`config.mk`:
```
export PLATFORM = sky130hd
export DESIGN_NAME = max_value_tracker_flat
export DESIGN_NICKNAME = d
export VERILOG_FILES = /design/src/rtl/max_value_tracker_pkg.sv /design/src/rtl/max_value_tracker_if.sv /design/src/rtl/max_value_tracker_window_counter.sv /design/src/rtl/max_value_tracker.sv /design/src/flat_wrapper.sv
export SDC_FILE = /design/constraint.sdc
export NUM_CORES = 1
export LEC_CHECK = 0
export ABC_AREA = 1
export ABC_CLOCK_PERIOD_IN_PS = 5980
export CAP_MARGIN = 20
export CORE_UTILIZATION = 39
export CTS_CLUSTER_SIZE = 8
export DETAILED_ROUTE_END_ITERATION = 10
export GPL_TIMING_DRIVEN = 0
export PLACE_DENSITY = 0.7
export SLEW_MARGIN = 25
export SYNTH_ARGS = -nofsm -noshare
export SYNTH_HDL_FRONTEND = slang
export SYNTH_SLANG_ARGS = --single-unit
```
`constraint.sdc`:
```
create_clock -name clk -period 5.98 [get_ports clk]
set_input_delay 0.598 -clock clk [delete_from_list [all_inputs] [get_ports clk]]
set_output_delay 0.598 -clock clk [all_outputs]
set_load 0.01 [all_outputs]
```
`src/rtl/max_value_tracker_pkg.sv`:
```
// Shared acoustics-chain definitions (package acoustics_pkg): tracker state encoding,
// ADC/channel widths and the default capture window length.
package acoustics_pkg;

    typedef enum logic [1:0] {
        IDLE    = 2'd0,
        ARMED   = 2'd1,
        CAPTURE = 2'd2,
        DONE    = 2'd3
    } tracker_state_t;

    localparam int ADC_W              = 10;
    localparam int CHAN_W             = 3;
    localparam int DEFAULT_WINDOW_LEN = 1024;

endpackage

```
`src/rtl/max_value_tracker_if.sv`:
```
// Control, sample-stream and result signals of max_value_tracker.
// Optional peak_index signal present when MAX_TRACKER_PEAK_INDEX_EN is defined.
interface max_value_tracker_if
    import acoustics_pkg::*;
#(
    parameter int SAMPLE_W = ADC_W,
    parameter int THRESH_W = 16,
    parameter int CNT_W    = 16
);
    logic                arm;
    logic                clear;
    logic [CHAN_W-1:0]   channel_sel;
    logic [THRESH_W-1:0] threshold;
    logic                sample_valid;
    logic [CHAN_W-1:0]   sample_channel;
    logic [SAMPLE_W-1:0] sample_data;
    logic [SAMPLE_W-1:0] max_value;
    logic                max_valid;
    logic                triggered;
    logic                busy;
`ifdef MAX_TRACKER_PEAK_INDEX_EN
    logic [CNT_W-1:0]    peak_index;
`endif

    modport master (
        output arm, clear, channel_sel, threshold,
        output sample_valid, sample_channel, sample_data,
        input  max_value, max_valid, triggered, busy
`ifdef MAX_TRACKER_PEAK_INDEX_EN
        , input peak_index
`endif
    );

    modport slave (
        input  arm, clear, channel_sel, threshold,
        input  sample_valid, sample_channel, sample_data,
        output max_value, max_valid, triggered, busy
`ifdef MAX_TRACKER_PEAK_INDEX_EN
        , output peak_index
`endif
    );

endinterface

```
`src/rtl/max_value_tracker_window_counter.sv`:
```
// Window sample counter: clear to 0, load to 1 on the trigger sample, increment on
// each further accepted sample, saturating at WINDOW_LEN (o_terminal).
module max_tracker_window_counter #(
    parameter int WINDOW_LEN = 1024,
    parameter int CNT_W      = 16
) (
    input  logic             clk,
    input  logic             reset,
    input  logic             i_clear,
    input  logic             i_load,
    input  logic             i_inc,
    output logic [CNT_W-1:0] o_count,
    output logic             o_terminal
);

    logic [CNT_W-1:0] r_count;

    assign o_count    = r_count;
    assign o_terminal = (r_count == CNT_W'(WINDOW_LEN));

    always_ff @(posedge clk) begin
        if (reset || i_clear) begin
            r_count <= '0;
        end else if (i_load) begin
            r_count <= CNT_W'(1);
        end else if (i_inc && !o_terminal) begin
            r_count <= r_count + CNT_W'(1);
        end
    end

endmodule

```
`src/rtl/max_value_tracker.sv`:
```
// Threshold-triggered peak tracker over a window of WINDOW_LEN armed-channel samples.
// Define MAX_TRACKER_PEAK_INDEX_EN to add the peak_index output.
module max_value_tracker
    import acoustics_pkg::*;
#(
    parameter int SAMPLE_W   = ADC_W,
    parameter int THRESH_W   = 16,
    parameter int WINDOW_LEN = DEFAULT_WINDOW_LEN,
    parameter int CNT_W      = 16
) (
    input logic               clk,
    input logic               reset,
    max_value_tracker_if.slave bus
);

    tracker_state_t      r_state;
    tracker_state_t      w_nextState;
    logic [CHAN_W-1:0]   r_channel;
    logic [SAMPLE_W-1:0] r_maxValue;
    logic                r_maxValid;
    logic                r_triggered;
    logic                r_busy;

    logic                w_accept;
    logic                w_aboveThresh;
    logic                w_trigger;
    logic                w_advance;
    logic                w_lastSample;
    logic                w_newPeak;
    logic                w_cntClear;
    logic                w_terminal;
    logic [CNT_W-1:0]    w_count;

    // clear and arm both pre-empt the data path, so a coincident sample is never consumed
    assign w_accept      = bus.sample_valid && (bus.sample_channel == r_channel);
    assign w_aboveThresh = THRESH_W'(bus.sample_data) > bus.threshold;
    assign w_trigger     = !bus.clear && !bus.arm && (r_state == ARMED) && w_accept && w_aboveThresh;
    assign w_advance     = !bus.clear && !bus.arm && (r_state == CAPTURE) && w_accept && !w_terminal;
    assign w_lastSample  = (w_count == CNT_W'(WINDOW_LEN - 1));
    assign w_newPeak     = bus.sample_data > r_maxValue;
    assign w_cntClear    = bus.clear || bus.arm;

    max_tracker_window_counter #(
        .WINDOW_LEN (WINDOW_LEN),
        .CNT_W      (CNT_W)
    ) u_windowCounter (
        .clk        (clk),
        .reset      (reset),
        .i_clear    (w_cntClear),
        .i_load     (w_trigger),
        .i_inc      (w_advance),
        .o_count    (w_count),
        .o_terminal (w_terminal)
    );

    always_ff @(posedge clk) begin
        if (reset) begin
            r_state <= IDLE;
        end else begin
            r_state <= w_nextState;
        end
    end

    always_comb begin
        w_nextState = r_state;
        if (bus.clear) begin
            w_nextState = IDLE;
        end else if (bus.arm) begin
            w_nextState = ARMED;
        end else if (w_trigger) begin
            w_nextState = (WINDOW_LEN == 1) ? DONE : CAPTURE;
        end else if (w_advance && w_lastSample) begin
            w_nextState = DONE;
        end
    end

    // Status flags are registered decodes of the next state so they track r_state exactly
    always_ff @(posedge clk) begin
        if (reset) begin
            r_channel   <= '0;
            r_maxValue  <= '0;
            r_maxValid  <= 1'b0;
            r_triggered <= 1'b0;
            r_busy      <= 1'b0;
        end else begin
            r_maxValid  <= (w_nextState == DONE);
            r_triggered <= (w_nextState == CAPTURE) || (w_nextState == DONE);
            r_busy      <= (w_nextState == ARMED) || (w_nextState == CAPTURE);
            if (!bus.clear) begin
                if (bus.arm) begin
                    r_channel  <= bus.channel_sel;
                    r_maxValue <= '0;
                end else if (w_trigger) begin
                    r_maxValue <= bus.sample_data;
                end else if (w_advance && w_newPeak) begin
                    r_maxValue <= bus.sample_data;
                end
            end
        end
    end

`ifdef MAX_TRACKER_PEAK_INDEX_EN
    logic [CNT_W-1:0] r_peakIndex;

    always_ff @(posedge clk) begin
        if (reset) begin
            r_peakIndex <= '0;
        end else if (!bus.clear) begin
            if (bus.arm || w_trigger) begin
                r_peakIndex <= '0;
            end else if (w_advance && w_newPeak) begin
                r_peakIndex <= w_count;
            end
        end
    end

    assign bus.peak_index = r_peakIndex;
`endif

    assign bus.max_value = r_maxValue;
    assign bus.max_valid = r_maxValid;
    assign bus.triggered = r_triggered;
    assign bus.busy      = r_busy;

endmodule
```
`src/flat_wrapper.sv`:
```
// flat-port wrapper written by rule: the top's interface ports become plain ports
module max_value_tracker_flat import acoustics_pkg::*;
#(
    parameter int SAMPLE_W   = ADC_W,
    parameter int THRESH_W   = 16,
    parameter int WINDOW_LEN = DEFAULT_WINDOW_LEN,
    parameter int CNT_W      = 16
)
  (clk, reset, bus_arm, bus_clear, bus_channel_sel, bus_threshold, bus_sample_valid, bus_sample_channel, bus_sample_data, bus_max_value, bus_max_valid, bus_triggered, bus_busy);
  max_value_tracker_if #(.SAMPLE_W(SAMPLE_W), .THRESH_W(THRESH_W), .CNT_W(CNT_W)) bus_i ();
  input logic clk;
  input logic reset;
  input wire logic [$bits(bus_i.arm)-1:0] bus_arm;
  input wire logic [$bits(bus_i.clear)-1:0] bus_clear;
  input wire logic [$bits(bus_i.channel_sel)-1:0] bus_channel_sel;
  input wire logic [$bits(bus_i.threshold)-1:0] bus_threshold;
  input wire logic [$bits(bus_i.sample_valid)-1:0] bus_sample_valid;
  input wire logic [$bits(bus_i.sample_channel)-1:0] bus_sample_channel;
  input wire logic [$bits(bus_i.sample_data)-1:0] bus_sample_data;
  output wire logic [$bits(bus_i.max_value)-1:0] bus_max_value;
  output wire logic [$bits(bus_i.max_valid)-1:0] bus_max_valid;
  output wire logic [$bits(bus_i.triggered)-1:0] bus_triggered;
  output wire logic [$bits(bus_i.busy)-1:0] bus_busy;
  assign bus_i.arm = bus_arm;
  assign bus_i.clear = bus_clear;
  assign bus_i.channel_sel = bus_channel_sel;
  assign bus_i.threshold = bus_threshold;
  assign bus_i.sample_valid = bus_sample_valid;
  assign bus_i.sample_channel = bus_sample_channel;
  assign bus_i.sample_data = bus_sample_data;
  assign bus_max_value = bus_i.max_value;
  assign bus_max_valid = bus_i.max_valid;
  assign bus_triggered = bus_i.triggered;
  assign bus_busy = bus_i.busy;
  max_value_tracker #(.SAMPLE_W(SAMPLE_W), .THRESH_W(THRESH_W), .WINDOW_LEN(WINDOW_LEN), .CNT_W(CNT_W)) u_core (.clk(clk), .reset(reset), .bus(bus_i));
endmodule
```
==> results.py <==
metrics = {
    "outcome": {
        "status": "complete, no violations",
    },
    "setup_path": {
        "regToRegEndpoint": "u_core.bus.triggered",
        "cp_data_arrival_time_ps": 2780,
        "crit_chain": "clkdlybuf4s50_1 > inv_1 > ha_1 > nand2_1 > nor2_1 > and2_1 > nand2_1 > nand2_1 > nor2_1 > nand2_1 > a31oi_1 > inv_1 > ha_1 > nor2_1 > nor2_1",
        "end_kind": "flop",
        "start_kind": "input port",
        "critPathBufInv": 3,
        "critPathKind": "input port to flop",
        "critPathSlowestCell": "clkdlybuf4s50_1",
        "crit_family": "simple AND/OR/NAND/NOR gates",
        "r2r_slack_ps": 3800,
        "worstPathMaxFanout": 6,
        "crit_path_max_incr_delay_ps": 490,
        "crit_required_ps": 6140,
        "worst-r2r-cell-count": 15,
        "r2r-start": "u_core.u_windowCounter.o_count[0]",
    },
    "synthesis": {
        "yosys_warnings": 0,
        "synth_cell_types": 33,
        "synth_area_per_cell_um2": 6.77,
        "ys_seq_area_frac": 0.300,
        "synth_area_um2": 2270,
        "synth-seq-cells": 34,
        "synth_fp_nets": 396,
        "syn_inst": 335,
    },
    "detailed_routing": {
        "routed_via_density": 4.72,
        "totalWireLength_um": 5040,
        "wl_per_cell_um": 10.9,
        "first_pass_iters": 4,
        "drtIter0Drc": 103,
        "drcViolationCount": 0,
        "ant_nets": 0,
        "vias": 2174,
    },
    "clocking": {
        "cts_made_buffers": 5,
        "clock-sinks": 34,
        "cts_tree": "yes",
        "root_buffer": "clkbuf_8",
        "cts_resized": 0,
        "path_clk_slew_ps": 60,
        "clock_latency_ps": 290,
        "post-cts-setup-buffers": 0,
        "clockBufferDepth": 2,
        "htreeDepth": 2,
        "cts_hold_buf": 0,
    },
    "power_and_ir_drop": {
        "combPwrFrac": 0.166,
        "peakVddDrop_mv": 0.0835,
        "p_per_area_nw_per_um2": 165,
        "switchingPower_mw": 0.120,
        "p_leak_nw": 1.20,
        "p_seq_frac": 0.484,
        "swShare": 0.249,
        "clkPwrFrac": 0.350,
        "p_int_mw": 0.361,
    },
    "sta": {
        "max_slew_margin": 0.665,
        "finalClockSkew_ps": 6.40,
        "fmax_ghz": 0.381,
        "tightest_slew_ps": 497,
        "period_share": 0.439,
        "tns_ps": 0,
        "rsz0062_at_grt": "false",
        "drv_slew": 0,
        "hold_viol": 0,
        "setup_viol": 0,
        "post-route-min-period_ps": 2620,
    },
    "floorplan": {
        "num_rows": 27,
        "io_pins": 50,
        "core_area_um2": 5540,
        "die_w_um": 78.3,
        "die_h_um": 78.3,
        "die-area_um2": 6130,
        "start_util": 0.409,
    },
    "hold_path": {
        "hp-start": "u_core.r_channel[2]",
        "holdPathStages": 2,
        "min_to": "u_core.r_channel[2]",
        "hp-class": "flop to flop",
    },
    "flow_run": {
        "maxCapViolCount": 0,
    },
    "placement": {
        "routabilityCongestion": 0.867,
        "place_area_um2": 2840,
        "io_buffers": 48,
        "dpl.hpwl_um": 4020,
    },
    "grt": {
        "grt_max_degree": 11,
        "antenna_found_initial": 0,
        "gr-total-overflow": 0,
        "grt.total_usage": 0.186,
        "grt_pass1_vias": 2101,
        "grt_pass1_wl_um": 9080,
    },
    "finish": {
        "final_nets": 451,
        "diodes": 0,
        "final_cell_area_um2": 2920,
        "final.fill_count": 574,
        "synthToLayoutAreaGrowth_pct": 28.8,
        "drive_above_1_share": 0.0668,
    },
}
==> layout by cell type (no fill, tap or decap) <==
cell type,instances
a211oi_1,1
a21boi_0,2
a21o_1,3
a21oi_1,28
a31oi_1,1
and2_1,2
and2_4,1
buf_1,1
buf_2,1
buf_4,2
buf_6,1
clkbuf_1,2
clkbuf_8,6
clkdlybuf4s50_1,48
dfxtp_1,34
ha_1,24
inv_1,47
inv_2,6
nand2_1,73
nand2_2,2
nand2_4,1
nand3_1,25
nand4_1,6
nor2_1,44
nor2_2,1
nor2_4,2
nor3_1,7
nor3_2,3
nor3b_1,1
nor4_1,2
o21a_1,1
o21ai_1,2
o21bai_1,2
xnor2_1,3
xor2_1,4
==> sequential cells by signal (all words and copies together) (netlist names) <==
name / cells
u_core.bus.max_value: 10
u_core.bus.max_valid: 1
u_core.r_channel: 3
u_core.r_state: 2
u_core.u_windowCounter.o_count: 16
u_core.bus.busy: 1
u_core.bus.triggered: 1
==> worst max-delay path by stage <==
stage	startpoint	endpoint	slack (ps)	cells after the start
finish	bus_sample_data[0]	u_core.bus.triggered	3360	15
global route	bus_sample_data[7]	u_core.bus.triggered	3110	14
CTS	bus_sample_data[0]	u_core.bus.triggered	3370	15
detailed placement	bus_sample_data[0]	u_core.bus.triggered	3070	15
global placement	bus_sample_data[0]	u_core.bus.triggered	3100	15
floorplan	bus_threshold[3]	u_core.bus.triggered	3800	14
==> layer usage <==
metal / global-route usage / up-vias / wire length (um)
met4: 0.0556 / 0 / 80
met1: 0.241 / 949 / 2520
met3: 0.0465 / 7 / 202
met5: 0 / - / 0
met2: 0.304 / 41 / 2230
li1: - / 1177 / -
==> cells by family (layout without fill, tap and decap cells) <==
logic type	after synthesis	count (layout)	synth area share
adder cells (fa/ha/maj)	24	24	0.132
buffers and inverters	60	114	0.106
flip-flops	34	34	0.300
AND/OR/NAND/NOR	170	170	0.335
AO/OA/AOI/OAI	40	40	0.0987
XOR/XNOR	7	7	0.0270
==> synthesized netlist by cell type <==
| library cell | n | share of area |
|---|---|---|
| a211oi_1 | 1 | 0.0033 |
| nor2_2 | 1 | 0.0028 |
| dfxtp_1 | 34 | 0.30 |
| buf_2 | 1 | 0.0022 |
| o21a_1 | 1 | 0.0033 |
| nand3_1 | 25 | 0.055 |
| nor3b_1 | 1 | 0.0033 |
| a21oi_1 | 28 | 0.062 |
| o21bai_1 | 2 | 0.0066 |
| a21o_1 | 3 | 0.0099 |
| clkbuf_1 | 2 | 0.0033 |
| nand2_4 | 1 | 0.0050 |
| xnor2_1 | 3 | 0.012 |
| nor3_2 | 3 | 0.013 |
| nor2_1 | 44 | 0.073 |
| buf_6 | 1 | 0.0050 |
| inv_2 | 6 | 0.0099 |
| and2_1 | 2 | 0.0055 |
| ha_1 | 24 | 0.13 |
| buf_1 | 1 | 0.0017 |
| nand2_2 | 2 | 0.0055 |
| nor4_1 | 2 | 0.0055 |
| nand4_1 | 6 | 0.017 |
| nand2_1 | 73 | 0.12 |
| xor2_1 | 4 | 0.015 |
| inv_1 | 47 | 0.078 |
| o21ai_1 | 2 | 0.0044 |
| a31oi_1 | 1 | 0.0028 |
| a21boi_0 | 2 | 0.0066 |
| nor2_4 | 2 | 0.0099 |
| buf_4 | 2 | 0.0066 |
| nor3_1 | 7 | 0.015 |
| and2_4 | 1 | 0.0039 |
==> metrics by stage <==
stage / cells / utilization / setup slack (ps) / hold WS (ps) / power, mW
2_1_floorplan: 335 / - / 3800 / 446 / 0.278
3_3_place_gp: 455 / 0.512 / 3100 / 459 / 0.316
3_5_place_dp: 455 / 0.512 / 3070 / 469 / 0.318
4_1_cts: 461 / 0.527 / 3370 / 478 / 0.486
5_1_grt: 461 / 0.527 / 3110 / 506 / 0.507
6_report: 461 / 0.527 / 3360 / 476 / 0.481
==> worst min-delay path, cell delays in order, from the launching register on <==
cell,delay (ps)
dfxtp_1,320
inv_2,60
a211oi_1,60
==> power groups by stage <==
stage	clock network (mW)	registers, mW	logic [mW]
global route	0.182	0.233	0.0918
global placement	0	0.238	0.0783
floorplan	0	0.239	0.0390
CTS	0.172	0.233	0.0809
detailed placement	0	0.238	0.0799
finish	0.168	0.233	0.0801
==> final cells by class <==
type | instances | area (um^2) | area share
multi-input cells | 241 | 1350 | 0.461
clock buffers | 6 | 82.6 | 0.0283
well taps | 72 | 90.1 | 0.0308
inverters | 53 | 199 | 0.0681
flip-flops and latches | 34 | 681 | 0.233
plain buffers | 7 | 42.5 | 0.0146
repair buffers | 48 | 480 | 0.164
Power figures use the tool's default switching activity.
